`config.mk`:
```
export PLATFORM = sky130hd
export DESIGN_NAME = fifo_rd_sched
export DESIGN_NICKNAME = d
export VERILOG_FILES = /design/src/rtl/fifo_rd_sched_pkg.sv /design/src/rtl/fifo_rd_sched_rr_pick.sv /design/src/rtl/fifo_rd_sched.sv
export SDC_FILE = /design/constraint.sdc
export NUM_CORES = 1
export LEC_CHECK = 0
export BUFFER_PORTS_ARGS = -buffer_cell sky130_fd_sc_hd__buf_2
export CAP_MARGIN = 20
export CORE_MARGIN = 2
export CORE_UTILIZATION = 55
export CTS_CLUSTER_SIZE = 8
export DETAILED_ROUTE_END_ITERATION = 8
export PLACE_DENSITY = 0.87
export SLEW_MARGIN = 20
export SYNTH_ARGS = -nofsm -noshare
export SYNTH_HDL_FRONTEND = slang
export SYNTH_SLANG_ARGS = --single-unit
```
`constraint.sdc`:
```
create_clock -name rclk -period 5.8 [get_ports rclk]
set_input_delay 1.16 -clock rclk [delete_from_list [all_inputs] [get_ports rclk]]
set_output_delay 1.16 -clock rclk [all_outputs]
set_load 0.005 [all_outputs]
```
`src/rtl/fifo_rd_sched_pkg.sv`:
```
// Shared types and helpers for the FIFO read-side scheduler.
package fifo_rd_sched_pkg;

    // Scheduler FSM encoding.
    typedef enum logic {
        S_IDLE  = 1'b0,
        S_SERVE = 1'b1
    } state_e;

    // Beat counter width; a grant never pops more than 255 words.
    localparam int BEAT_W = 8;

    // Value of the beat counter when the final word of a full burst is popped.
    function automatic logic [BEAT_W-1:0] beat_last(input int burst);
        return BEAT_W'(burst - 1);
    endfunction

endpackage

```
`src/rtl/fifo_rd_sched_rr_pick.sv`:
```
// Round-robin picker: first requesting channel at or above base, wrapping to 0.
// Rotates the request vector down by base, finds the lowest set bit, and adds
// base back so the index wraps naturally in CHW bits.
module fifo_rd_sched_rr_pick #(
    parameter int CHW = 2
) (
    input  logic [(1<<CHW)-1:0] req,
    input  logic [CHW-1:0]      base,
    output logic [CHW-1:0]      pick,
    output logic                any
);
    localparam int NCH = 1 << CHW;

    logic [2*NCH-1:0] dbl_s;
    logic [NCH-1:0]   rot_s;
    logic [CHW-1:0]   off_s;

    // Rotate, priority-encode the lowest set bit, then un-rotate.
    always_comb begin
        dbl_s = {req, req} >> base;
        rot_s = dbl_s[NCH-1:0];
        off_s = '0;
        for (int i = NCH - 1; i >= 0; i--) begin
            off_s = rot_s[i] ? CHW'(i) : off_s;
        end
        pick = off_s + base;
        any  = |req;
    end

endmodule

```
`src/rtl/fifo_rd_sched.sv`:
```
// Read-side scheduler for a bank of FIFOs sharing one downstream consumer.
// Grants non-empty enabled channels round-robin, drains up to BURST words per
// grant and presents them on a registered valid/ready stream tagged by channel.
module fifo_rd_sched
    import fifo_rd_sched_pkg::*;
#(
    parameter int WIDTH = 4,
    parameter int CHW   = 2,
    parameter int BURST = 4
) (
    input  logic                        rclk,
    input  logic                        rst_i,
    input  logic [(1<<CHW)-1:0]         cfg_en,
    input  logic [(1<<CHW)-1:0]         fifo_empty,
    input  logic [(1<<CHW)*WIDTH-1:0]   fifo_dat,
    output logic [(1<<CHW)-1:0]         fifo_ren,
    output logic                        out_valid,
    input  logic                        out_ready,
    output logic [WIDTH-1:0]            out_data,
    output logic [CHW-1:0]              out_ch,
    output logic                        out_last,
    output logic                        busy
);
    localparam int NCH = 1 << CHW;

    state_e              state_q, state_d;
    logic [CHW-1:0]      rr_ptr_q, rr_ptr_d;
    logic [CHW-1:0]      grant_q, grant_d;
    logic [BEAT_W-1:0]   beat_cnt_q, beat_cnt_d;
    logic                out_valid_q, out_valid_d;
    logic [WIDTH-1:0]    out_data_q, out_data_d;
    logic [CHW-1:0]      out_ch_q, out_ch_d;
    logic                out_last_q, out_last_d;

    logic [NCH-1:0]      req_s;
    logic [CHW-1:0]      pick_s;
    logic                any_s;
    logic [WIDTH-1:0]    sel_dat_s;
    logic                pop_s;
    logic                at_last_s;
    logic                dry_s;

    assign req_s = cfg_en & ~fifo_empty;

    fifo_rd_sched_rr_pick #(.CHW(CHW)) u_pick (
        .req  (req_s),
        .base (rr_ptr_q),
        .pick (pick_s),
        .any  (any_s)
    );

    // Next-state, burst accounting and output register update.
    always_comb begin
        state_d     = state_q;
        rr_ptr_d    = rr_ptr_q;
        grant_d     = grant_q;
        beat_cnt_d  = beat_cnt_q;
        out_valid_d = out_valid_q;
        out_data_d  = out_data_q;
        out_ch_d    = out_ch_q;
        out_last_d  = out_last_q;

        sel_dat_s = fifo_dat[grant_q*WIDTH +: WIDTH];
        at_last_s = (beat_cnt_q == beat_last(BURST));
        dry_s     = fifo_empty[grant_q] | ~cfg_en[grant_q];
        pop_s     = (state_q == S_SERVE) & ~fifo_empty[grant_q] & cfg_en[grant_q]
                  & (~out_valid_q | out_ready);

        case (state_q)
            S_IDLE: begin
                if (any_s) begin
                    grant_d    = pick_s;
                    beat_cnt_d = 8'd0;
                    state_d    = S_SERVE;
                end else begin
                    state_d    = S_IDLE;
                end
            end
            S_SERVE: begin
                if (pop_s) begin
                    beat_cnt_d = beat_cnt_q + 8'd1;
                end else begin
                    beat_cnt_d = beat_cnt_q;
                end
                // Full burst or channel dried up / disabled; stalls alone never end a burst.
                if ((pop_s && at_last_s) || (!pop_s && dry_s)) begin
                    state_d  = S_IDLE;
                    rr_ptr_d = grant_q + CHW'(1);
                end else begin
                    state_d  = S_SERVE;
                end
            end
            default: begin
                state_d = S_IDLE;
            end
        endcase

        if (pop_s) begin
            out_valid_d = 1'b1;
            out_data_d  = sel_dat_s;
            out_ch_d    = grant_q;
            out_last_d  = at_last_s;
        end else if (out_valid_q && out_ready) begin
            out_valid_d = 1'b0;
            out_last_d  = 1'b0;
        end else begin
            out_valid_d = out_valid_q;
            out_last_d  = out_last_q;
        end
    end

    // Read strobe to the granted FIFO, same-edge as the output register load.
    always_comb begin
        fifo_ren = '0;
        if (pop_s && !rst_i) begin
            fifo_ren[grant_q] = 1'b1;
        end else begin
            fifo_ren = '0;
        end
    end

    // State and output registers, cleared asynchronously.
    always_ff @(posedge rclk or posedge rst_i) begin
        if (rst_i) begin
            state_q     <= S_IDLE;
            rr_ptr_q    <= '0;
            grant_q     <= '0;
            beat_cnt_q  <= 8'd0;
            out_valid_q <= 1'b0;
            out_data_q  <= '0;
            out_ch_q    <= '0;
            out_last_q  <= 1'b0;
        end else begin
            state_q     <= state_d;
            rr_ptr_q    <= rr_ptr_d;
            grant_q     <= grant_d;
            beat_cnt_q  <= beat_cnt_d;
            out_valid_q <= out_valid_d;
            out_data_q  <= out_data_d;
            out_ch_q    <= out_ch_d;
            out_last_q  <= out_last_d;
        end
    end

    assign out_valid = out_valid_q;
    assign out_data  = out_data_q;
    assign out_ch    = out_ch_q;
    assign out_last  = out_last_q;
    assign busy      = (state_q == S_SERVE);

endmodule

```
==> impl_metrics.csv, run 1 <==
group,metric,value,unit
clocking,cts-root-buf,"clkbuf_4",
synth,synth_nets,172,
floorplanning,rows,17,
sta,fmax,231,MHz
clocking,path_clk_slew,0.12,ns
outcome,status,"complete, no violations",
synth,synth-main-ff-cell,"dfrtp_1",
power_and_ir_drop,max-vdd-ir-drop,0.000311,V
place,port_buffers,39,
final_layout,syn2layout_area_growth,17.0,%
detailed_routing,totalWireLength,3.18,mm
sta,finalCriticalPeriod,4.33,ns
sta,worst_pin_slew,0.978,ns
synth,syn_avg_cell_area,9.65,um^2
power_and_ir_drop,p_comb_frac,0.454,
clocking,htree_levels,1,
worst_setup_path,start_kind,"input pin",
worst_setup_path,cp_slowest_cell,"nor3_1",
worst_setup_path,cp_cell_sequence,"buf_2, nand2b_1, mux4_2, nor3_1, and3_1, buf_2",
synth,syn_area,1340,um^2
final_layout,post-route-util,0.696,
worst_setup_path,arrival,3.17,ns
synth,ys_ff_latch,21,
worst_setup_path,cpPeakStageDelay,0.77,ns
final_layout,drive_gt1_frac,0.288,
sta,period_share,0.746,
sta,tns,0,ns
detailed_routing,wl_per_cell,15.5,um
floorplanning,die_h,53.4,um
grt,grt_pass1_vias,1166,
detailed_routing,drt_iter0_drc,45,
power_and_ir_drop,p_seq_frac,0.426,
power_and_ir_drop,intPower,0.000352,W
detailed_routing,routed.top_layer,"met4",
detailed_routing,via_per_inst,6.15,
sta,finalSetupViolations,0,
grt,grtUsageTotal,0.253,
power_and_ir_drop,p_sw,0.000258,W
grt,grt_pass1_wl,5.15,mm
clocking,clockBufferDepth,2,
detailed_routing,vias,1261,
synth,yosys-top-cells-area,"dfrtp_1 (39%), mux4_2 (10%), nand2_1 (5.9%)",
worst_setup_path,cp_max_fo,11,
sta,hold_viol,0,
floorplanning,io_pins,40,
grt,antenna_found_initial,0,
synth,netlist_top_cells_count,"dfrtp_1 (21), nand2_1 (21), o21ai_0 (11), nand3_1 (8), nor2_1 (7)",
floorplanning,start_util,0.595,
power_and_ir_drop,power_density,389,nW/um^2
synth,synth_cell_types,37,
worst_setup_path,cp.required,4.64,ns
synth,yosysSeqAreaShare,0.392,
clocking,cts_resized,0,
place,dp_hpwl,2.37,mm
worst_setup_path,r2r_cells,5,
clocking,clk_latency,0.31,ns
clocking,cts_tree,"built",
detailed_routing,drc,0,
clocking,cts_sinks,21,
clocking,post_cts_buffers,0,
job,drv_cap,0,
final_layout,layout.nets,211,
detailed_routing,wl_met1,1.30,mm
grt,grt_start_max_net_pins,26,
final_layout,diodes,0,
grt,overflow,0,
detailed_routing,drtPass1Iterations,5,
clocking,hold_buffers,0,
floorplanning,die_area,2850,um^2
power_and_ir_drop,switching_share,0.423,
place,place_congestion,0.875,
synth,synth_top_area_cell,"dfrtp_1",
detailed_routing,postRouteAntennaNets,0,
sta,maxSlewHeadroom,0.343,
power_and_ir_drop,p_clk_frac,0.120,
worst_setup_path,crit_top_cell,"buf_2",
floorplanning,core_area,2250,um^2
synth,synth_edf_count,0,
synth,synthCells,139,
power_and_ir_drop,p_leak,0.760,nW
detailed_routing,routed-wl-met2,1.62,mm
synth,synthArstFlopShare,1.00,
clocking,cts_made_buffers,3,
detailed_routing,met3WireLength,180,um
floorplanning,die_w,53.4,um
sta,fin_worst_skew,0.00442,ns
sta,rsz0062_at_grt,"false",
min_path,holdPathStages,2,
power_and_ir_drop,total_power,0.000610,W
synth,yosysWarnings,0,
synth,yosys.area.top_type_share,0.392,
sta,slew_viol_final,0,
worst_setup_path,critPathCaptureType,"primary output",
min_path,hold_path_class,"reg -> reg",
worst_setup_path,path_class,"in -> out",
## power by group through the flow
stage / logic, W / registers [W] / clock network (W)
after floorplan: 0.000225 / 0.000232 / 0
after global placement: 0.000262 / 0.000256 / 0
after detailed placement: 0.000272 / 0.000261 / 0
after CTS: 0.000276 / 0.000259 / 0.0000731
after global routing: 0.000312 / 0.000267 / 0.0000823
final: 0.000277 / 0.000260 / 0.0000733
## layout make-up
cell class	count	area, um^2
tap	28	35.0
timing repair buffer	39	195
inverter	5	21.3
fill	186	686
clock buffer	4	26.3
sequential	21	526
multi-input combinational	108	766
## worst paths after layout
path	from	end	slack, ns
max reg2reg	grant_q[0]$_DFFE_PP0P_	beat_cnt_q[3]$_DFFE_PP0P_	3.28
min reg2reg	out_data[2]$_DFFE_PP0P_	out_data[2]$_DFFE_PP0P_	0.49
max in group asynchronous	rst_i	out_valid$_DFFE_PP0P_	4.27
max	fifo_empty[3]	fifo_ren[0]	1.47
min	out_data[2]$_DFFE_PP0P_	out_data[2]$_DFFE_PP0P_	0.49
min in group asynchronous	rst_i	out_ch[1]$_DFFE_PP0P_	1.00
## logic make-up after synthesis
logic type,count (synthesis),synth area share
xor+xnor,4,0.0261
buf+inv,10,0.0373
simple gates,59,0.217
fa+ha+maj,6,0.0560
mux,8,0.117
compound gates,31,0.155
flops,21,0.392
## sequential cells by signal (all words and copies together) (netlist names)
signal / flops
beat_cnt_q: 8
busy: 1
grant_q: 2
out_ch: 2
out_data: 4
out_last: 1
out_valid: 1
rr_ptr_q: 2
## layout by cell type (no fill, tap or decap), types with 4 or more instances in the layout
master / count
o211ai_1: 5
mux4_2: 6
dfrtp_1: 21
o21ai_0: 11
nand3_1: 8
nor2_1: 7
nand2_1: 21
inv_1: 4
nor2b_1: 5
nand2b_1: 5
buf_2: 39
ha_1: 6
and3_1: 4
## critical path: cells and delay by family
family,cells,cell delay [ns]
muxes,1,0.54
and+or+nand+nor,3,1.25
buffers and inverters,2,0.21
## per-layer routing
metal	vias up	track usage
li1	592	-
met1	600	0.321
met2	62	0.403
met3	7	0.0311
met4	0	0.162
met5	-	0
## per-stage QoR
stage	worst slack [ns]	instance area [um^2]	hold WS [ns]	std cells
6_report	1.47	1570	0.490	205
5_1_grt	1.32	1570	0.517	205
4_1_cts	1.52	1570	0.490	205
3_5_place_dp	1.52	1540	0.463	201
3_3_place_gp	1.56	1540	0.453	201
2_1_floorplan	2.26	1340	0.470	139
(Power assumes the default switching activity.)
==> run 2, diff against run 1 <==
--- a/config.mk
+++ b/config.mk
@@ -5,13 +5,14 @@
 export SDC_FILE = /design/constraint.sdc
 export NUM_CORES = 1
 export LEC_CHECK = 0
+export ABC_AREA = 1
 export BUFFER_PORTS_ARGS = -buffer_cell sky130_fd_sc_hd__buf_2
 export CAP_MARGIN = 20
 export CORE_MARGIN = 2
-export CORE_UTILIZATION = 55
+export CORE_UTILIZATION = 47
 export CTS_CLUSTER_SIZE = 8
 export DETAILED_ROUTE_END_ITERATION = 8
-export PLACE_DENSITY = 0.87
+export PLACE_DENSITY = 0.78
 export SLEW_MARGIN = 20
 export SYNTH_ARGS = -nofsm -noshare
 export SYNTH_HDL_FRONTEND = slang
==> constraint.sdc (replaced) <==
create_clock -name rclk -period 3.7 [get_ports rclk]
set_input_delay 0.74 -clock rclk [delete_from_list [all_inputs] [get_ports rclk]]
set_output_delay 0.74 -clock rclk [all_outputs]
set_load 0.005 [all_outputs]
==> impl_metrics.csv, run 2 <==
group,metric,value,unit
sta,rsz0062_at_grt,"false",
worst_setup_path,r2r_setup_slack,1.92,ns
place,port_buffers,39,
detailed_routing,met3WireLength,62,um
grt,grt_pass1_wl,5.38,mm
sta,worst_pin_slew,0.389,ns
grt,grt_start_max_net_pins,23,
worst_setup_path,rr_endpoint,"beat_cnt_q[0]$_DFFE_PP0P_",
floorplanning,core_area,3050,um^2
sta,period_share,0.761,
synth,synthCells,206,
grt,overflow,0,
synth,synth_cell_types,33,
synth,ys_ff_latch,21,
sta,finalCriticalPeriod,2.81,ns
clocking,cts_resized,0,
final_layout,most-common-layout-cells,"nand2_1 (52), buf_2 (39), nand3_1 (25)",
floorplanning,rows,20,
floorplanning,io_pins,40,
detailed_routing,drc,0,
final_layout,layout_commonest_cell,"nand2_1",
grt,grt_pass1_vias,1245,
worst_setup_path,cp.required,2.96,ns
synth,yosysSeqAreaShare,0.348,
final_layout,largest-register,"beat_cnt_q",
synth,synth-main-ff-cell,"dfrtp_1",
synth,synth_nets,239,
detailed_routing,wl_met1,1.53,mm
outcome,status,"complete, no violations",
clocking,path_clk_slew,0.11,ns
place,place_congestion,0.798,
clocking,cts_made_buffers,3,
detailed_routing,routed.top_layer,"met4",
floorplanning,start_util,0.495,
detailed_routing,totalWireLength,3.14,mm
place,dp_hpwl,2.49,mm
worst_setup_path,critPathCaptureType,"primary output",
clocking,clk_latency,0.30,ns
detailed_routing,drt_iter0_drc,42,
clocking,clockBufferDepth,2,
worst_setup_path,critPathCapture,"fifo_ren[3]",
synth,syn_avg_cell_area,7.34,um^2
final_layout,fin_cells,289,
detailed_routing,drtPass1Iterations,4,
synth,synth_edf_count,0,
final_layout,diodes,0,
synth,yosysWarnings,0,
sta,maxSlewHeadroom,0.741,
worst_setup_path,arrival,2.07,ns
power_and_ir_drop,power_density,648,nW/um^2
worst_setup_path,cp_max_fo,16,
sta,fin_worst_skew,0.00223,ns
sta,tns,0,ns
clocking,htree_levels,1,
worst_setup_path,worst_r2r_startpoint,"grant_q[0]$_DFFE_PP0P_",
synth,synthArstFlopShare,1.00,
final_layout,drive_gt1_frac,0.273,
final_layout,largest_register_ffs,8,
detailed_routing,postRouteAntennaNets,0,
clocking,cts_sinks,21,
clocking,cts-root-buf,"clkbuf_4",
power_and_ir_drop,max-vdd-ir-drop,0.000300,V
grt,antenna_found_initial,0,
worst_setup_path,r2r_cells,8,
synth,netlist_top_cells_count,"nand2_1 (52), nand3_1 (25), nor2_1 (22), dfrtp_1 (21), inv_1 (21)",
final_layout,register_area,526,um^2
final_layout,syn2layout_area_growth,16.0,%
final_layout,multi_input_area,838,um^2
final_layout,fillerInstances,316,
job,drv_cap,0,
min_path,hold_path_class,"in -> async",
synth,yosys.area.top_type_share,0.348,
place,dp.cells,285,
floorplanning,die_w,60.7,um
final_layout,layout.nets,279,
floorplanning,die_h,60.7,um
synth,synth_top_area_cell,"dfrtp_1",
worst_setup_path,start_kind,"register",
power_and_ir_drop,p_leak,0.927,nW
worst_setup_path,path_class,"reg -> out",
sta,hold_viol,0,
synth,yosysMostFrequentCell,"nand2_1",
sta,finalSetupViolations,0,
detailed_routing,via_per_inst,4.89,
detailed_routing,routed-wl-met2,1.51,mm
clocking,hold_buffers,0,
synth,yosys-top-cells-area,"dfrtp_1 (35%), nand2_1 (13%), nand3_1 (8.3%)",
worst_setup_path,cp-startpoint,"grant_q[0]$_DFFE_PP0P_",
detailed_routing,vias,1412,
clocking,cts_tree,"built",
floorplanning,die_area,3690,um^2
synth,syn_area,1510,um^2
detailed_routing,wl_per_cell,10.9,um
sta,fmax,355,MHz
grt,grtUsageTotal,0.192,
clocking,post_cts_buffers,0,
sta,slew_viol_final,0,
[run 2: stage by stage]
step	hold slack, ns	total power (W)	area, um^2	utilization	setup slack (ns)
finish	0.452	0.00114	1750	0.574	0.885
global route	0.457	0.00125	1750	0.574	0.638
CTS	0.459	0.00115	1750	0.574	0.886
detailed placement	0.468	0.00104	1730	0.566	1.04
global placement	0.469	0.00103	1730	0.566	1.07
floorplan	0.473	0.000909	1510	-	1.42
[run 2: kinds of logic (layout without fill, tap and decap cells)]
| logic type | after synthesis | in the layout | synth area share |
|---|---|---|---|
| xor+xnor | 4 | 4 | 0.0232 |
| compound gates | 27 | 27 | 0.119 |
| buf+inv | 31 | 70 | 0.0977 |
| simple gates | 117 | 117 | 0.363 |
| flops | 21 | 21 | 0.348 |
| fa+ha+maj | 6 | 6 | 0.0497 |
[run 2: final cells by class]
type | count | area share
repair buffers | 40 | 0.116
clock buffers | 4 | 0.0150
multi-input cells | 154 | 0.478
inverters | 26 | 0.0600
flip-flops and latches | 21 | 0.300
well taps | 44 | 0.0314
[run 2: worst max-delay path, cell delays in order (launching register included)]
cell and delay [ns]:
dfrtp_1 0.59, inv_2 0.21, nand2_1 0.13, nand3_2 0.10
nand2_4 0.10, nand3_4 0.17, inv_2 0.19, nand2_2 0.09
nor2_1 0.09, buf_2 0.11
[run 2: worst min-delay path by stage]
stage	start	to	slack (ns)
after floorplan	out_data[0]$_DFFE_PP0P_	out_data[0]$_DFFE_PP0P_	0.47
after global placement	out_data[2]$_DFFE_PP0P_	out_data[2]$_DFFE_PP0P_	0.47
after detailed placement	out_data[3]$_DFFE_PP0P_	out_data[3]$_DFFE_PP0P_	0.47
after CTS	rst_i	beat_cnt_q[6]$_DFFE_PP0P_	0.46
after global routing	rst_i	out_valid$_DFFE_PP0P_	0.46
final	rst_i	beat_cnt_q[7]$_DFFE_PP0P_	0.45
[run 2: routing by layer]
| layer | global-route usage | vias up |
|---|---|---|
| li1 | - | 742 |
| met4 | 0.0466 | 0 |
| met2 | 0.335 | 20 |
| met3 | 0.0256 | 4 |
| met1 | 0.255 | 646 |
| met5 | 0 | - |
[run 2: report_power, final]
group | leakage, nW | switching, W | internal (W) | total (W)
Combinational | 0.638 | 0.000389 | 0.000239 | 0.000628
Sequential | 0.274 | 0.0000970 | 0.000303 | 0.000400
Clock | 0.0150 | 0.0000664 | 0.0000420 | 0.000108
Total | 0.927 | 0.000553 | 0.000584 | 0.00114
==> run 3, diff against run 2 <==
==> constraint.sdc (replaced) <==
create_clock -name rclk -period 2.3 [get_ports rclk]
set_input_delay 0.46 -clock rclk [delete_from_list [all_inputs] [get_ports rclk]]
set_output_delay 0.46 -clock rclk [all_outputs]
set_load 0.005 [all_outputs]
==> impl_metrics.csv, run 3 (synthesized netlist as in run 2, its figures left out) <==
group,metric,value,unit
detailed_routing,postRouteAntennaNets,0,
grt,grtUsageTotal,0.201,
floorplanning,start_util,0.495,
sta,rsz0062_at_grt,"false",
clocking,path_clk_slew,0.11,ns
worst_setup_path,r2r_cells,12,
grt,grt_pass1_vias,1368,
power_and_ir_drop,p_clk_frac,0.097,
power_and_ir_drop,p_sw,0.000899,W
sta,fmax,464,MHz
power_and_ir_drop,total_power,0.00186,W
clocking,clockBufferDepth,2,
outcome,status,"complete, no violations",
clocking,clk_latency,0.31,ns
power_and_ir_drop,max-vdd-ir-drop,0.000692,V
final_layout,layout.nets,281,
detailed_routing,vias,1436,
place,port_buffers,39,
worst_setup_path,crit_family,"flip-flops",
clocking,cts-root-buf,"clkbuf_4",
sta,hold_viol,0,
worst_setup_path,cp.buffers_inverters,3,
clocking,cts_made_buffers,3,
grt,antenna_found_initial,0,
worst_setup_path,cp_slowest_cell,"dfrtp_1",
detailed_routing,wl_per_cell,11.0,um
worst_setup_path,cp_max_fo,9,
sta,maxSlewHeadroom,0.770,
clocking,cts_resized,0,
clocking,post_cts_buffers,0,
clocking,hold_buffers,0,
sta,fin_worst_skew,0.00315,ns
sta,timing.hold.ws,0.264,ns
grt,grt_start_max_net_pins,22,
clocking,htree_levels,1,
detailed_routing,via_per_inst,4.93,
final_layout,drive_gt1_frac,0.283,
sta,finalSetupViolations,0,
detailed_routing,drc,0,
worst_setup_path,critPathCaptureType,"primary output",
sta,finalCriticalPeriod,2.16,ns
worst_setup_path,cp.required,1.84,ns
final_layout,largest_register_ffs,8,
power_and_ir_drop,intPower,0.000961,W
sta,worst_pin_slew,0.344,ns
place,dp_hpwl,2.57,mm
power_and_ir_drop,p_leak,0.935,nW
final_layout,syn2layout_area_growth,17.1,%
power_and_ir_drop,p_seq_frac,0.347,
detailed_routing,totalWireLength,3.21,mm
floorplanning,die_h,60.7,um
power_and_ir_drop,p_comb_frac,0.556,
worst_setup_path,crit_top_cell,"inv_2",
worst_setup_path,arrival,1.70,ns
detailed_routing,drtPass1Iterations,4,
worst_setup_path,worstSetupPathDepth,8,
sta,tns,0,ns
floorplanning,io_pins,40,
power_and_ir_drop,switching_share,0.483,
final_layout,diodes,0,
floorplanning,rows,20,
grt,grt_pass1_wl,5.60,mm
final_layout,most-common-layout-cells,"nand2_1 (52), buf_2 (39), nand3_1 (25)",
final_layout,layout_commonest_cell,"nand2_1",
worst_setup_path,cp_cell_sequence,"inv_2, nand3_2, nand2_4, nand3_4, inv_2, nand2_2, nor2_1, buf_2",
floorplanning,core_area,3050,um^2
final_layout,largest-register,"beat_cnt_q",
floorplanning,die_w,60.7,um
job,drv_cap,0,
clocking,cts_tree,"built",
worst_setup_path,path_class,"reg -> out",
clocking,cts_sinks,21,
sta,slew_viol_final,0,
place,place_congestion,0.811,
min_path,hold_path_class,"in -> async",
detailed_routing,drt_iter0_drc,54,
worst_setup_path,start_kind,"register",
sta,period_share,0.938,
power_and_ir_drop,power_density,1050,nW/um^2
grt,overflow,0,
worst_setup_path,cpPeakStageDelay,0.52,ns
floorplanning,die_area,3690,um^2
==> run 3: cell types whose count changed in the layout (fill, tap and decap cells not counted) <==
cell,before,now
buf_4,1,3
dfrtp_1,21,20
dfrtp_2,0,1
==> run 3: worst register-to-register path: stages, from the launching register on <==
cell and delay [ns]:
dfrtp_1 0.49, inv_1 0.12, nand3_1 0.11, nand3_1 0.08, nand2_1 0.08, nand3_1 0.07
a21boi_0 0.17, ha_1 0.19, xnor2_1 0.13, inv_1 0.06, nand3_1 0.08, nand3_1 0.08
nand2_1 0.06
==> run 3: final cells by class <==
class	count	area, um^2
fill	307	1280
multi-input combinational	154	838
sequential	21	527
timing repair buffer	42	218
inverter	26	105
tap	44	55.1
clock buffer	4	26.3
==> run 3: power groups by stage <==
| stage | logic (W) | registers [W] | clock network (W) |
|---|---|---|---|
| 6_report | 0.00103 | 0.000645 | 0.000180 |
| 5_1_grt | 0.00118 | 0.000665 | 0.000196 |
| 4_1_cts | 0.00105 | 0.000641 | 0.000179 |
| 3_5_place_dp | 0.00104 | 0.000649 | 0 |
| 3_3_place_gp | 0.00103 | 0.000646 | 0 |
| 2_1_floorplan | 0.000862 | 0.000601 | 0 |
==> run 3: worst paths after layout <==
check	start	endpoint	slack, ns
worst min-delay path	rst_i	beat_cnt_q[6]$_DFFE_PP0P_	0.26
worst max register to register	rr_ptr_q[0]$_DFFE_PP0P_	grant_q[1]$_DFFE_PP0P_	0.53
min in group rclk	out_data[1]$_DFFE_PP0P_	out_data[1]$_DFFE_PP0P_	0.49
max in group asynchronous	rst_i	grant_q[0]$_DFFE_PP0P_	1.81
worst min register to register	out_data[1]$_DFFE_PP0P_	out_data[1]$_DFFE_PP0P_	0.49
worst max-delay path	grant_q[1]$_DFFE_PP0P_	fifo_ren[1]	0.14
==> run 3: per-stage QoR <==
step                      std cells  utilization  worst slack, ns  area, um^2
after floorplan                 206            -            0.582        1510
after global placement          287        0.570            0.413        1740
after detailed placement        287        0.570            0.386        1740
after CTS                       291        0.579            0.105        1770
after global routing            291        0.580           0.0117        1770
final                           291        0.580            0.143        1770
==> run 3: layer usage <==
layer  track usage  vias to the layer above  part of all wire
met1         0.256                      654              0.45
li1              -                      743                 -
met5             0                        -                 0
met2         0.353                       34              0.50
met3        0.0277                        5             0.038
met4        0.0621                        0             0.011
